--- config.mk ---
export PLATFORM = sky130hd
export DESIGN_NAME = store_port_responder
export DESIGN_NICKNAME = d
export VERILOG_FILES = /design/src/rtl/store_port_responder.sv
export SDC_FILE = /design/constraint.sdc
export NUM_CORES = 2
export LEC_CHECK = 0
export BUFFER_PORTS_ARGS = -buffer_cell sky130_fd_sc_hd__buf_2
export CORE_ASPECT_RATIO = 1.25
export CORE_UTILIZATION = 50
export CTS_CLUSTER_DIAMETER = 50
export CTS_CLUSTER_SIZE = 16
export DETAILED_ROUTE_END_ITERATION = 7
export PLACE_DENSITY = 0.68
export SYNTH_ARGS = -nofsm -noshare
export SYNTH_HDL_FRONTEND = slang
export SYNTH_SLANG_ARGS = --single-unit
--- constraint.sdc ---
create_clock -name clk_i -period 2.4 [get_ports clk_i]
set_input_delay 0.36 -clock clk_i [delete_from_list [all_inputs] [get_ports clk_i]]
set_output_delay 0.36 -clock clk_i [all_outputs]
set_load 0.005 [all_outputs]
--- src/rtl/store_port_responder.sv ---
// Memory-side responder for the store_buffer dcache request port: delayed/stalled
// grants, byte-enabled word array for stores, tagged load lookup with rvalid pulse.
module store_port_responder #(
  parameter int unsigned DEPTH = 64,
  parameter int unsigned CNT_W = 16
) (
  input  logic             clk_i,
  input  logic             rst_i,
  input  logic [76:0]      req_port_i,
  output logic [34:0]      req_port_o,
  input  logic [3:0]       gnt_delay_i,
  input  logic             stall_i,
  output logic [CNT_W-1:0] store_count_o,
  output logic             busy_o
);

  localparam int unsigned AW = $clog2(DEPTH);

  typedef enum logic [1:0] {IDLE, WAIT, TAG} state_e;

  state_e      state_q;
  logic [3:0]  cnt_q;
  logic [11:0] index_q;
  logic        rvalid_q;
  logic [31:0] rdata_q;
  logic        busy_q;
  logic [31:0] mem_q [DEPTH];

  logic [11:0] req_index;
  logic [21:0] req_tag;
  logic [31:0] req_wdata;
  logic        req_valid;
  logic        req_we;
  logic [3:0]  req_be;
  logic        req_kill;
  logic        req_tag_valid;
  logic [33:0] gnt_addr;
  logic [33:0] tag_addr;
  logic [AW-1:0] gnt_word;
  logic [AW-1:0] tag_word;
  logic        gnt_c;
  logic        unused_bits;

  assign req_index     = req_port_i[76:65];
  assign req_tag       = req_port_i[64:43];
  assign req_wdata     = req_port_i[42:11];
  assign req_valid     = req_port_i[9];
  assign req_we        = req_port_i[8];
  assign req_be        = req_port_i[7:4];
  assign req_kill      = req_port_i[1];
  assign req_tag_valid = req_port_i[0];

  // Grant-cycle word comes from the live request; the TAG lookup pairs the live
  // tag with the index latched at grant.
  assign gnt_addr = {req_tag, req_index};
  assign tag_addr = {req_tag, index_q};
  assign gnt_word = gnt_addr[AW+1:2];
  assign tag_word = tag_addr[AW+1:2];

  assign unused_bits = ^{gnt_addr[33:AW+2], gnt_addr[1:0], tag_addr[33:AW+2],
                         tag_addr[1:0], req_port_i[10], req_port_i[3:2]};

  // Grant decode: combinational from state, request and stall.
  always_comb begin
    gnt_c = 1'b0;
    if (!rst_i && req_valid && !stall_i) begin
      case (state_q)
        IDLE:    gnt_c = (gnt_delay_i == 4'd0);
        WAIT:    gnt_c = (cnt_q <= 4'd1);
        default: gnt_c = 1'b0;
      endcase
    end
  end

  always_ff @(posedge clk_i) begin
    if (rst_i) begin
      state_q       <= IDLE;
      cnt_q         <= 4'd0;
      index_q       <= 12'd0;
      rvalid_q      <= 1'b0;
      rdata_q       <= 32'd0;
      store_count_o <= '0;
      busy_q        <= 1'b0;
    end else begin
      rvalid_q <= 1'b0;
      if (gnt_c) begin
        if (req_we) begin
          store_count_o <= store_count_o + CNT_W'(1);
          state_q       <= IDLE;
          busy_q        <= 1'b0;
        end else begin
          index_q <= req_index;
          state_q <= TAG;
          busy_q  <= 1'b1;
        end
      end else begin
        case (state_q)
          IDLE: begin
            if (req_valid && gnt_delay_i != 4'd0) begin
              cnt_q   <= gnt_delay_i;
              state_q <= WAIT;
              busy_q  <= 1'b1;
            end
          end
          WAIT: begin
            if (!req_valid) begin
              state_q <= IDLE;
              busy_q  <= 1'b0;
            end else if (cnt_q != 4'd0) begin
              cnt_q <= cnt_q - 4'd1;
            end
          end
          TAG: begin
            if (req_kill) begin
              state_q <= IDLE;
              busy_q  <= 1'b0;
            end else if (req_tag_valid) begin
              rdata_q  <= mem_q[tag_word];
              rvalid_q <= 1'b1;
              state_q  <= IDLE;
              busy_q   <= 1'b0;
            end
          end
          default: begin
            state_q <= IDLE;
            busy_q  <= 1'b0;
          end
        endcase
      end
    end
  end

  // Backing array: byte-enabled write on a store grant.
  always_ff @(posedge clk_i) begin
    if (rst_i) begin
      for (int i = 0; i < DEPTH; i++) begin
        mem_q[AW'(i)] <= 32'd0;
      end
    end else if (gnt_c && req_we) begin
      for (int k = 0; k < 4; k++) begin
        if (req_be[k]) begin
          mem_q[gnt_word][8*k +: 8] <= req_wdata[8*k +: 8];
        end
      end
    end
  end

  // Reset blanks the response in the same cycle.
  always_comb begin
    req_port_o = '0;
    if (!rst_i) begin
      req_port_o = {gnt_c, rvalid_q, rdata_q, 1'b0};
    end
  end

  assign busy_o = busy_q;

endmodule

==> impl_metrics.json <==
{
  "status": "finished, violations left",
  "violations": "setup timing",
  "hp-start": "rst_i",
  "timing.fmax_ghz": 0.3690,
  "wirelength_um": 302500,
  "die_area_um2": 198000,
  "reg2reg_slack_ns": -0.31,
  "grt_max_degree": 92,
  "die_x_um": 398.2,
  "netlist_area_um2": 98120,
  "finalCriticalPeriod_ns": 2.710,
  "synth_top_family_by_area": "simple AND/OR/NAND/NOR gates",
  "crit_fanout": 31,
  "synth_cell_type_count": 66,
  "synth_compound_area_frac": 0.01738,
  "synth_xor_area_frac": 0.001250,
  "wl_per_cell_um": 30.18,
  "r2r_end": "mem_q[22][11]$_SDFFCE_PN0P_",
  "p_leak_nw": 42.58,
  "synthSimpleGateAreaFrac": 0.1789,
  "postRouteAntennaNets": 0,
  "min_to": "rvalid_q$_SDFF_PP0_",
  "endpoint_kind": "flop",
  "synthCells": 6551,
  "synth-seq-cells": 2110,
  "cp-start-kind": "flop",
  "hold_violations": 0,
  "syn-num-nets": 6639,
  "io_buffers": 103,
  "root_buffer": "clkbuf_16",
  "place_ws_ns": -0.4663,
  "dp_hpwl_um": 212000,
  "h-tree-depth": 4,
  "ir_drop_v": 0.0007604,
  "drtPass1Iterations": 6,
  "hold_path_depth": 5,
  "cts_buffers": 173,
  "critical_path_class": "reg2reg",
  "synth_top_cell_area_share": 0.6268,
  "synth_warnings": 0,
  "drt_iter0_markers": 7133,
  "postLayoutCellArea_um2": 118000,
  "setup_viol": 3801,
  "insertion_delay_ns": 0.85,
  "grt_antenna_before_repair": 15,
  "place_congestion": 0.9398,
  "num_rows": 181,
  "grt_pass1_vias": 60398,
  "num_io_pins": 136,
  "tritoncts": "yes",
  "fin_skew_ns": 0.03372,
  "ys_top_cells_by_area": "edfxtp_1 (63%), and2_1 (13%), mux4_2 (12%)",
  "nNetsFinal": 7426,
  "core-area_um2": 194800,
  "synth_edf_count": 2048,
  "vias_per_cell": 5.983,
  "drv_cap": 0,
  "min_path_type": "in2reg",
  "maxSlewViolCount": 0,
  "synth_adder_area_share": 0.0005101,
  "maxSlewHeadroom": 0.2665,
  "tightest_slew_ns": 1.096,
  "muxShareOfSynthArea": 0.1388,
  "grt_pass1_wl_um": 431900,
  "timing.rr.start": "cnt_q[2]$_SDFFE_PP0P_",
  "finalWorstSetupSlack_ns": -0.3100,
  "worstPathRequired_ns": 2.95,
  "avgSynthCellArea_um2": 14.98,
  "fin_crit_sh": 1.129,
  "drc": 0,
  "drive_gt1_frac": 0.3217,
  "grt-ovfl-total": 0,
  "placed_area_um2": 108900,
  "async_flop_share": 0,
  "start_util": 0.5038,
  "die_h_um": 497.3,
  "critPathArrivalTime_ns": 3.26,
  "worstRegToRegCells": 10,
  "ys.flop_type": "edfxtp_1",
  "clkTransAtPathRegs_ns": 0.08,
  "groute.usage.overall": 0.3067,
  "cts.sinks": 2110,
  "yosys.area.top_type": "edfxtp_1",
  "area_growth_syn_to_layout_pct": 20.28,
  "vias": 59974,
  "rsz0062_at_grt": "true",
  "seq_area_frac_synth": 0.6394,
  "p_per_area_nw_per_um2": 629.4,
  "clockBufferDepth": 3
}
[placed cells by master, fill, tap and decap left out, drive strengths merged, types with 30 or more instances in the layout]
master,count
dfxtp,62
a21oi,46
and2,2054
clkinv,33
inv,35
o21ai,30
nand3,40
buf,1075
clkbuf,218
mux4,509
mux2i,200
edfxtp,2048
or2,258
nor2,343
nand2,126
a22oi,52
nor2b,58
[per-stage QoR]
step | std cells | hold slack (ns) | utilization | setup TNS, ns | total power, W
after floorplan | 6551 | 0.4596 | - | -0.07180 | 0.04449
after global placement | 9572 | 0.4753 | 0.5590 | -191.84 | 0.04607
after detailed placement | 9572 | 0.4858 | 0.5590 | -225.75 | 0.04620
after CTS | 9992 | 0.03241 | 0.6014 | -417.53 | 0.07442
after global routing | 10021 | 0.06981 | 0.6059 | -886.67 | 0.07590
final | 10024 | 0.07218 | 0.6060 | -513.69 | 0.07428
[where the power goes]
part           leakage, nW  internal (W)  switching, W  total, W
Sequential            21.5        0.0414      0.000386    0.0418
Combinational         18.4       0.00136       0.00238   0.00374
Clock                 2.65        0.0149        0.0138    0.0287
[kinds of logic after synthesis]
family	Yosys count
AND/OR/NAND/NOR	2957
AO/OA/AOI/OAI	246
other	1
XOR/XNOR	14
buffers and inverters	496
flip-flops	2110
adder cells (fa/ha/maj)	4
multiplexers	723
[metal layers]
metal | share of wire | wire length (µm) | global-route usage | vias up
met2 | 0.49 | 147600 | 0.5002 | 2930
met5 | 0.00020 | 62 | 0 | -
met4 | 0.061 | 18350 | 0.1621 | 10
li1 | - | - | - | 25473
met1 | 0.36 | 109300 | 0.3897 | 30928
met3 | 0.090 | 27190 | 0.05683 | 633
[final cells by class]
cell class                 instances  area [µm²]
fill                           14463       76740
antenna                            5       12.51
multi-input combinational       3945       35050
sequential                      2110       62770
timing repair buffer            1096       11420
clock buffer                     216        4644
clock inverter                    78       873.3
tap                             2562        3206
inverter                          12       50.05
[worst max-delay path by stage]
stage          cells after the start                     from                           to  slack (ns)
2_1_floorplan                      9  state_q[0]$_SDFFE_PP0P_  mem_q[16][24]$_SDFFCE_PN0P_      -0.003
3_3_place_gp                       6           req_port_i[67]  mem_q[39][15]$_SDFFCE_PN0P_       -0.42
3_5_place_dp                       6           req_port_i[67]  mem_q[39][15]$_SDFFCE_PN0P_       -0.47
4_1_cts                            5    cnt_q[3]$_SDFFE_PP0P_               req_port_o[34]       -0.32
5_1_grt                           11    cnt_q[2]$_SDFFE_PP0P_   mem_q[30][3]$_SDFFCE_PN0P_       -0.38
6_report                          10    cnt_q[2]$_SDFFE_PP0P_  mem_q[22][11]$_SDFFCE_PN0P_       -0.31
[timing repair]
item | in CTS | in global routing
gates cloned | 17 | 2
endpoints found under the hold margin | 18 | 0
pin swaps | 95 | 109
resized for setup | 298 | 163
hold buffers | 14 | 0
endpoints found under the setup margin | 3050 | 4127
buffers inserted | 105 | 27
[registers in the layout, indices dropped and copies added, names as in the netlist]
signal	flops
rvalid_q	1
index_q	6
state_q	2
mem_q	2048
store_count_o	16
busy_o	1
cnt_q	4
rdata_q	32
[critical path, cell delays in order (launching register included)]
cell,delay (ns)
dfxtp_2,0.32
or3b_4,0.40
buf_6,0.13
nor3_4,0.18
o211a_1,0.23
buf_12,0.18
buf_8,0.13
nand2_8,0.10
buf_12,0.22
nor2_2,0.24
or2_4,0.26
[cells in the mapped netlist, types with 7 or more instances]
library cell and instances:
buf_1 47, nor2_1 240, o22ai_1 13, o21ai_0 25
o211ai_1 9, nand2_1 122, nand2b_1 10, and3_1 7
mux2_2 14, xnor2_1 11, nand3_1 40, or2_2 24
mux4_2 509, and2_1 2054, nor2_2 103, mux2i_1 200
inv_1 12, buf_6 27, dfxtp_1 62, a21oi_1 46
a211oi_1 27, a31oi_1 9, or2_1 234, buf_2 108
buf_4 31, a221o_1 7, a221oi_1 7, clkbuf_1 270
a22oi_1 52, a2111oi_0 8, nor2b_1 58, edfxtp_1 2048
nor3_1 23
No activity file was read; power rests on OpenSTA's default activity.
